[src/rtl/operand_skid_stage.sv]
// Operand register stage for an adder: captures A, B and Cin with add/sub transform, 2-entry skid buffer.
// Latency: 1 cycle from input transfer to out_valid when empty; one set per cycle with out_ready held high.
// Backpressure: in_ready is registered and drops only when both output and skid registers are occupied.
module operand_skid_stage #(
   parameter int DATA_WIDTH = 32,
   parameter int CNT_WIDTH  = 16
) (
   input  logic                  clk,
   input  logic                  rst,
   input  logic                  in_valid,
   output logic                  in_ready,
   input  logic [DATA_WIDTH-1:0] A_D,
   input  logic [DATA_WIDTH-1:0] B_D,
   input  logic                  Cin_D,
   input  logic                  sub_D,
   output logic                  out_valid,
   input  logic                  out_ready,
   output logic [DATA_WIDTH-1:0] A_Q,
   output logic [DATA_WIDTH-1:0] B_Q,
   output logic                  Cin_Q,
   output logic [CNT_WIDTH-1:0]  accept_cnt
);

   typedef enum logic [1:0] {
      ST_EMPTY = 2'd0,
      ST_HALF  = 2'd1,
      ST_FULL  = 2'd2
   } state_t;

   state_t                r_state;
   state_t                w_state_nxt;
   logic                  r_in_ready;

   logic [DATA_WIDTH-1:0] r_a_out;
   logic [DATA_WIDTH-1:0] r_b_out;
   logic                  r_cin_out;
   logic [DATA_WIDTH-1:0] r_a_skid;
   logic [DATA_WIDTH-1:0] r_b_skid;
   logic                  r_cin_skid;
   logic [CNT_WIDTH-1:0]  r_cnt;

   logic                  w_in_xfer;
   logic                  w_out_xfer;
   logic [DATA_WIDTH-1:0] w_b_xf;
   logic                  w_cin_xf;
   logic                  w_ld_out_in;
   logic                  w_ld_out_skid;
   logic                  w_ld_skid;

   // in_ready is forced low while rst is high so nothing is accepted in the reset cycle
   assign in_ready   = r_in_ready & ~rst;
   assign out_valid  = (r_state != ST_EMPTY);
   assign w_in_xfer  = in_valid & in_ready;
   assign w_out_xfer = out_valid & out_ready;

   // Subtract is presented to the adder as A + ~B + 1, so the transform happens at capture
   assign w_b_xf   = sub_D ? ~B_D : B_D;
   assign w_cin_xf = sub_D ? 1'b1 : Cin_D;

   assign A_Q        = r_a_out;
   assign B_Q        = r_b_out;
   assign Cin_Q      = r_cin_out;
   assign accept_cnt = r_cnt;

   // Next-state and register-load selection from occupancy and the two handshakes
   always_comb begin
      w_state_nxt   = r_state;
      w_ld_out_in   = 1'b0;
      w_ld_out_skid = 1'b0;
      w_ld_skid     = 1'b0;
      unique case (r_state)
         ST_EMPTY: begin
            if (w_in_xfer) begin
               w_state_nxt = ST_HALF;
               w_ld_out_in = 1'b1;
            end
         end
         ST_HALF: begin
            if (w_in_xfer && w_out_xfer) begin
               w_ld_out_in = 1'b1;
            end else if (w_in_xfer) begin
               w_state_nxt = ST_FULL;
               w_ld_skid   = 1'b1;
            end else if (w_out_xfer) begin
               w_state_nxt = ST_EMPTY;
            end
         end
         ST_FULL: begin
            // in_ready is low here, so only the drain path exists
            if (w_out_xfer) begin
               w_state_nxt   = ST_HALF;
               w_ld_out_skid = 1'b1;
            end
         end
         default: begin
            w_state_nxt = ST_EMPTY;
         end
      endcase
   end

   // Occupancy state and the registered ready derived from the next occupancy
   always_ff @(posedge clk) begin
      if (rst) begin
         r_state    <= ST_EMPTY;
         r_in_ready <= 1'b1;
      end else begin
         r_state    <= w_state_nxt;
         r_in_ready <= (w_state_nxt != ST_FULL);
      end
   end

   // Output and skid operand registers; output holds unless a load is selected
   always_ff @(posedge clk) begin
      if (rst) begin
         r_a_out    <= '0;
         r_b_out    <= '0;
         r_cin_out  <= 1'b0;
         r_a_skid   <= '0;
         r_b_skid   <= '0;
         r_cin_skid <= 1'b0;
      end else begin
         if (w_ld_out_in) begin
            r_a_out   <= A_D;
            r_b_out   <= w_b_xf;
            r_cin_out <= w_cin_xf;
         end else if (w_ld_out_skid) begin
            r_a_out   <= r_a_skid;
            r_b_out   <= r_b_skid;
            r_cin_out <= r_cin_skid;
         end
         if (w_ld_skid) begin
            r_a_skid   <= A_D;
            r_b_skid   <= w_b_xf;
            r_cin_skid <= w_cin_xf;
         end
      end
   end

   // Accepted-transfer counter, wraps naturally at its width
   always_ff @(posedge clk) begin
      if (rst) begin
         r_cnt <= '0;
      end else if (w_in_xfer) begin
         r_cnt <= r_cnt + 1'b1;
      end
   end

endmodule

[config.mk]
export PLATFORM = sky130hd
export DESIGN_NAME = operand_skid_stage
export DESIGN_NICKNAME = d
export VERILOG_FILES = /design/src/rtl/operand_skid_stage.sv
export SDC_FILE = /design/constraint.sdc
export NUM_CORES = 1
export LEC_CHECK = 0
export BUFFER_PORTS_ARGS = -buffer_cell sky130_fd_sc_hd__buf_4
export CAP_MARGIN = 20
export CELL_PAD_IN_SITES_DETAIL_PLACEMENT = 0
export CELL_PAD_IN_SITES_GLOBAL_PLACEMENT = 1
export CORE_MARGIN = 3
export CORE_UTILIZATION = 39
export DETAILED_ROUTE_END_ITERATION = 10
export GPL_TIMING_DRIVEN = 0
export HOLD_SLACK_MARGIN = 0.02
export PLACE_DENSITY_LB_ADDON = 0.1
export SLEW_MARGIN = 20
export SYNTH_ARGS = -nofsm -noshare
export SYNTH_HDL_FRONTEND = slang
export SYNTH_SLANG_ARGS = --single-unit
[constraint.sdc]
create_clock -name clk -period 2.25 [get_ports clk]
set_clock_uncertainty 0.2 [all_clocks]
set_input_delay 0.225 -clock clk [delete_from_list [all_inputs] [get_ports clk]]
set_output_delay 0.225 -clock clk [all_outputs]
set_load 0.02 [all_outputs]
---- Word-level counts from Yosys, hierarchy flattened ----
Cells that the tools add are included.
operators by class
  add/subtract/negate cells ............... 1
  equal/unequal tests ..................... 3
  mux-type cells .......................... 21
  bitwise logic cells ..................... 5
  reduce and logical (&&, ||, !) cells .... 4
operator list
  kind                                                              count
  32-bit two-way mux                                                5
  32-bit NOT                                                        1
  16-bit by 1-bit adder with 16-bit output (second input constant)  1
  2-bit two-way mux                                                 5
  1-bit two-way mux                                                 9
  2-bit case mux with 3 select lines                                1
  2-bit nonzero test                                                2
  1-bit bitwise AND                                                 3
  2-bit by 1-bit == test with 1-bit output (second input constant)  1
  2-bit == test (second input constant)                             1
  2-bit logical NOT                                                 1
  2-bit inequality test (second input constant)                     1
  1-bit case mux with 2 select lines                                1
  1-bit logical AND                                                 1
  1-bit NOT                                                         1
word-level totals
  flip-flop bits (word level) ............. 149
  bits of input ports ..................... 70
  output and inout port bits .............. 83
  logic and storage cells ................. 43

---- Depth between registers and ports, before layout ----
  depth after elaboration ................. 7
  mapped depth ............................ 7

---- Worst setup path after synthesis ----
Ideal clock, no wire load.
  path kind ............................... flip-flop to flip-flop
  from .................................... register r_cnt[0] (netlist: accept_cnt[0])
  to ...................................... register r_cnt[14] (netlist: accept_cnt[14])
  library setup time ...................... 70 ps
  arrival ................................. 1,628 ps
  data required time ...................... 1,980 ps
  path slack .............................. 351 ps
  stages on the path, launching flop included .. 6
  path buffers ............................ 0
  clock period less this slack ............ 1,899 ps
  path through ............................ dfxtp_1 ha_1 and3_1 nand2_1 or4_1 a21oi_1
on the way
  cells in the longest elaborated chain, start to end .. 1
RTL lines
  item                                      line  text
  start: declaration                        40    logic [CNT_WIDTH-1:0] r_cnt;
  start signal: assignment                  144   r_cnt <= r_cnt + 1'b1;
  16-bit by 1-bit adder with 16-bit output  144
Every way passes these cells.
A chain may end at the register's enable or synchronous reset.

---- Worst setup path after layout ----
  from .................................... input out_ready
  to ...................................... register r_b_out[6] (netlist: B_Q[6])
on the way
  cells in the longest elaborated chain, start to end .. 5
RTL lines
  item                                                             line  text
  start: declaration                                               17    input logic out_ready,
  1-bit bitwise AND *                                              54    assign w_out_xfer = out_valid & out_ready;
  1-bit logical AND                                                79    if (w_in_xfer && w_out_xfer) begin
  1-bit two-way mux                                                79
  1-bit case mux with 2 select lines                               71    unique case (r_state)
  32-bit two-way mux / 2-bit nonzero test (equally long branches)  -
  end signal: assignment                                           124   r_b_out <= w_b_xf;
  end signal: assignment                                           128   r_b_out <= r_b_skid;
  end: declaration                                                 35    logic [DATA_WIDTH-1:0] r_b_out;
Mark *: on every way between the ends. The rest lies on a longest branch, timed or not.

==> flow_metrics.env <==
export IMPL_cell_family_with_the_largest_share_of_critical_path_delay="buffers and inverters"
export IMPL_via_count_of_the_first_global_routing_pass=6034
export IMPL_synth_enable_flop_cells=0
export IMPL_drtAntennaViolNets=0
export IMPL_cts_max_level=4
export IMPL_clockRootBuffer="clkbuf_16"
export IMPL_pwr_share_clk=0.436
export IMPL_tritoncts="built"
export IMPL_synth_async_reset_ratio=0
export IMPL_drt_first_pass_iters=5
export IMPL_clk_transition_reported_paths_ns=0.06
export IMPL_sequentialPowerShare=0.433
export IMPL_worst_slew_pin_transition_ns=0.648
export IMPL_crit_path_top_delay_cell="dlygate4sd3_1"
export IMPL_final_number_of_setup_violating_endpoints=0
export IMPL_crit_path_max_incr_delay_ns=0.55
export IMPL_place_gp_congestion=0.806
export IMPL_die_height_um=132
export IMPL_grt_util_met1=0.266
export IMPL_critical_path_required_ns=2.38
export IMPL_worst_skew_pair_late_latency_ns=0.42
export IMPL_synth_area_top_cells="dfxtp_1 (48%), nand2_1 (15%), a311oi_1 (7.6%)"
export IMPL_run_status="finished clean"
export IMPL_average_via_count_per_standard_cell=4.96
export IMPL_drive_gt1_frac=0.228
export IMPL_core_rowCount=45
export IMPL_power_switching_share=0.245
export IMPL_critical_path_class="in2reg"
export IMPL_global_route_usage_total=0.215
export IMPL_worst_hold_path_type="in2reg"
export IMPL_fin_setup_tns_ns=0
export IMPL_drc=0
export IMPL_post_synth_inst_count=764
export IMPL_cts_root_to_sink_buffers=2
export IMPL_post_synth_num_cell_types=41
export IMPL_critical_path_peak_fanout=10
export IMPL_grt_overflow_total=0
export IMPL_kind_of_end_point_of_the_critical_path="register"
export IMPL_synth_commonest_cells="nand2_1 (249), dfxtp_1 (149), a21oi_1 (78), nor2_1 (66), a311oi_1 (54)"
export IMPL_cp_buffers_inverters=3
export IMPL_post_route_fraction_of_the_period_consumed_by_the_critical_path=0.928
export IMPL_finalCriticalPeriod_ns=2.09
export IMPL_pin_count=153
export IMPL_post_dp_hpwl_mm=13.0
export IMPL_power_combinational_fraction=0.131
export IMPL_areaGrowthSynthToFinish_pct=42.6
export IMPL_leakagePower_nw=3.50
export IMPL_num_nets_final=1070
export IMPL_grt_start_max_net_pins=17
export IMPL_mappedNetlistArea_um2=6200
export IMPL_utilization=0.575
export IMPL_start_kind="input pin"
export IMPL_clock_sinks=149
export IMPL_finalHoldViolations=0
export IMPL_path_cells="dlygate4sd3_1, buf_4, nand3b_1, clkbuf_1, nand2_1, a311oi_1"
export IMPL_timing_fmax_mhz=479
export IMPL_final_cells=1222
export IMPL_sequential_element_share_of_the_synthesized_area=0.481
export IMPL_drt_initial_drc_count=315
export IMPL_synth_seq_cells=149
export IMPL_grt_util_met2=0.372
export IMPL_synth_net_count=835
export IMPL_coreArea_um2=15400
export IMPL_synth_warning_count=0
export IMPL_max_vdd_ir_drop_mv=0.555
export IMPL_syn_avg_cell_area_um2=8.11
export IMPL_grt_setup_unrepaired="false"
export IMPL_postSynth_topFlopCell="dfxtp_1"
export IMPL_initial_antenna_violation_count=0
export IMPL_cellPowerDensity_nw_per_um2=734
export IMPL_power_net_switching_mw=1.59
export IMPL_maxSlewHeadroom=0.566
export IMPL_design_die_area_um2=17400
export IMPL_max_cap_violations=0
export IMPL_routed_via_count=6061
export IMPL_slew_viol_final=0
export IMPL_placed_cells_incl_taps=1125
export IMPL_die_width_um=132
export IMPL_route_final_wire_length_mm=18.8
export IMPL_tritoncts_num_buffers=17
export IMPL_crit_arrival_ns=2.22
export IMPL_synth_area_leader_cell="dfxtp_1"
export IMPL_yosysMostFrequentCell="nand2_1"
export IMPL_grt_use_met3=0.0519
export IMPL_post_synth_top_area_share=0.481
export IMPL_power_internal_mw=4.90
export IMPL_post_drt_wl_per_cell_um=15.4
export IMPL_floorplan_initialDensity=0.403
export IMPL_numPortBuffers=150
export IMPL_grt_first_pass_wirelength_mm=30.6
export IMPL_ant_diodes=0
export IMPL_grt_busiest_layer="met2"
cell families (layout without fill, tap and decap cells):
logic type | after synthesis | count (layout) | synth area share
xor gates and xnor gates | 41 | 41 | 0.0580
buffers and inverters | 62 | 309 | 0.0501
and+or+nand+nor | 354 | 354 | 0.237
DFF | 149 | 149 | 0.481
muxes | 5 | 5 | 0.00808
AOI/OAI and AO/OA | 152 | 152 | 0.163
adders and majority gates | 1 | 1 | 0.00202
layout make-up:
cell class / count / area, um2
Fill cell: 1437 / 6540
Sequential cell: 149 / 2980
Multi-Input combinational cell: 553 / 2900
Timing Repair Buffer: 216 / 1790
Clock buffer: 21 / 450
Buffer: 60 / 309
Tap cell: 211 / 264
Clock inverter: 10 / 131
Inverter: 2 / 7.51
cells in the final DEF (no fill, tap or decap), drive strengths merged, types with 2 or more instances in the layout:
cell,n
nand2b,2
nor3,5
nor2b,4
a21oi,79
dfxtp,149
o31ai,4
xor2,38
xnor2,3
or4,4
dlygate4sd3,66
bufinv,3
nand2,250
mux2i,5
nor2,66
o21ai,2
nand3b,3
buf,190
clkbuf,41
and3,2
nand4,5
a211oi,2
and4,2
or3,2
inv,2
nand3,5
a311oi,54
a22oi,9
clkinv,6
and3b,2
stage by stage:
step | total power, mW | instance area [um2] | hold WS, ns | worst slack (ns)
floorplan | 3.26 | 6200 | 0.139 | 0.351
global placement | 3.61 | 7590 | 0.241 | 0.235
detailed placement | 3.62 | 7590 | 0.247 | 0.178
CTS | 6.55 | 8830 | 0.0494 | 0.101
global route | 6.74 | 8830 | 0.0751 | 0.00120
finish | 6.49 | 8830 | 0.0605 | 0.162
worst reg2reg max path: stages, from the launching register on:
cell      delay (ns)
dfxtp_1         0.41
nand3b_1        0.47
clkbuf_1        0.46
nand2_1         0.11
a311oi_1        0.28
registers in the layout, summed over array words and instances (netlist names), 2 cells and up:
name        cells
A_Q            32
r_a_skid       32
r_state         2
r_b_skid       32
accept_cnt     16
B_Q            32
power groups by stage:
stage | Clock, mW | Combinational (mW) | Sequential (mW)
global route | 3.00 | 0.925 | 2.82
floorplan | 0 | 0.306 | 2.96
finish | 2.83 | 0.850 | 2.81
global placement | 0 | 0.752 | 2.86
detailed placement | 0 | 0.760 | 2.86
CTS | 2.88 | 0.855 | 2.81
path summary, 6_finish.rpt:
| path | slack [ns] | cells past startpoint | startpoint | endpoint |
|---|---|---|---|---|
| hold / removal | 0.06 | 3 | rst | B_Q[30] |
| setup / recovery | 0.16 | 6 | out_ready | B_Q[6] |
| hold reg to reg | 0.25 | 2 | r_a_skid[10] | r_a_skid[10] |
| setup reg to reg | 0.23 | 4 | r_state[0] | B_Q[6] |
repair_timing:
item                                   in CTS  in global routing
resized for setup                           0                 10
hold buffers                               66                  0
endpoints found under the hold margin     123                  0
buffers inserted                            0                  0
setup endpoints to repair                   0                  8
layer usage:
metal,up-vias,share of wire
met2,139,0.50
li1,3067,-
met3,10,0.049
met4,0,0.0087
met1,2845,0.44
met5,-,0
No activity file was read; power rests on OpenSTA's default activity.
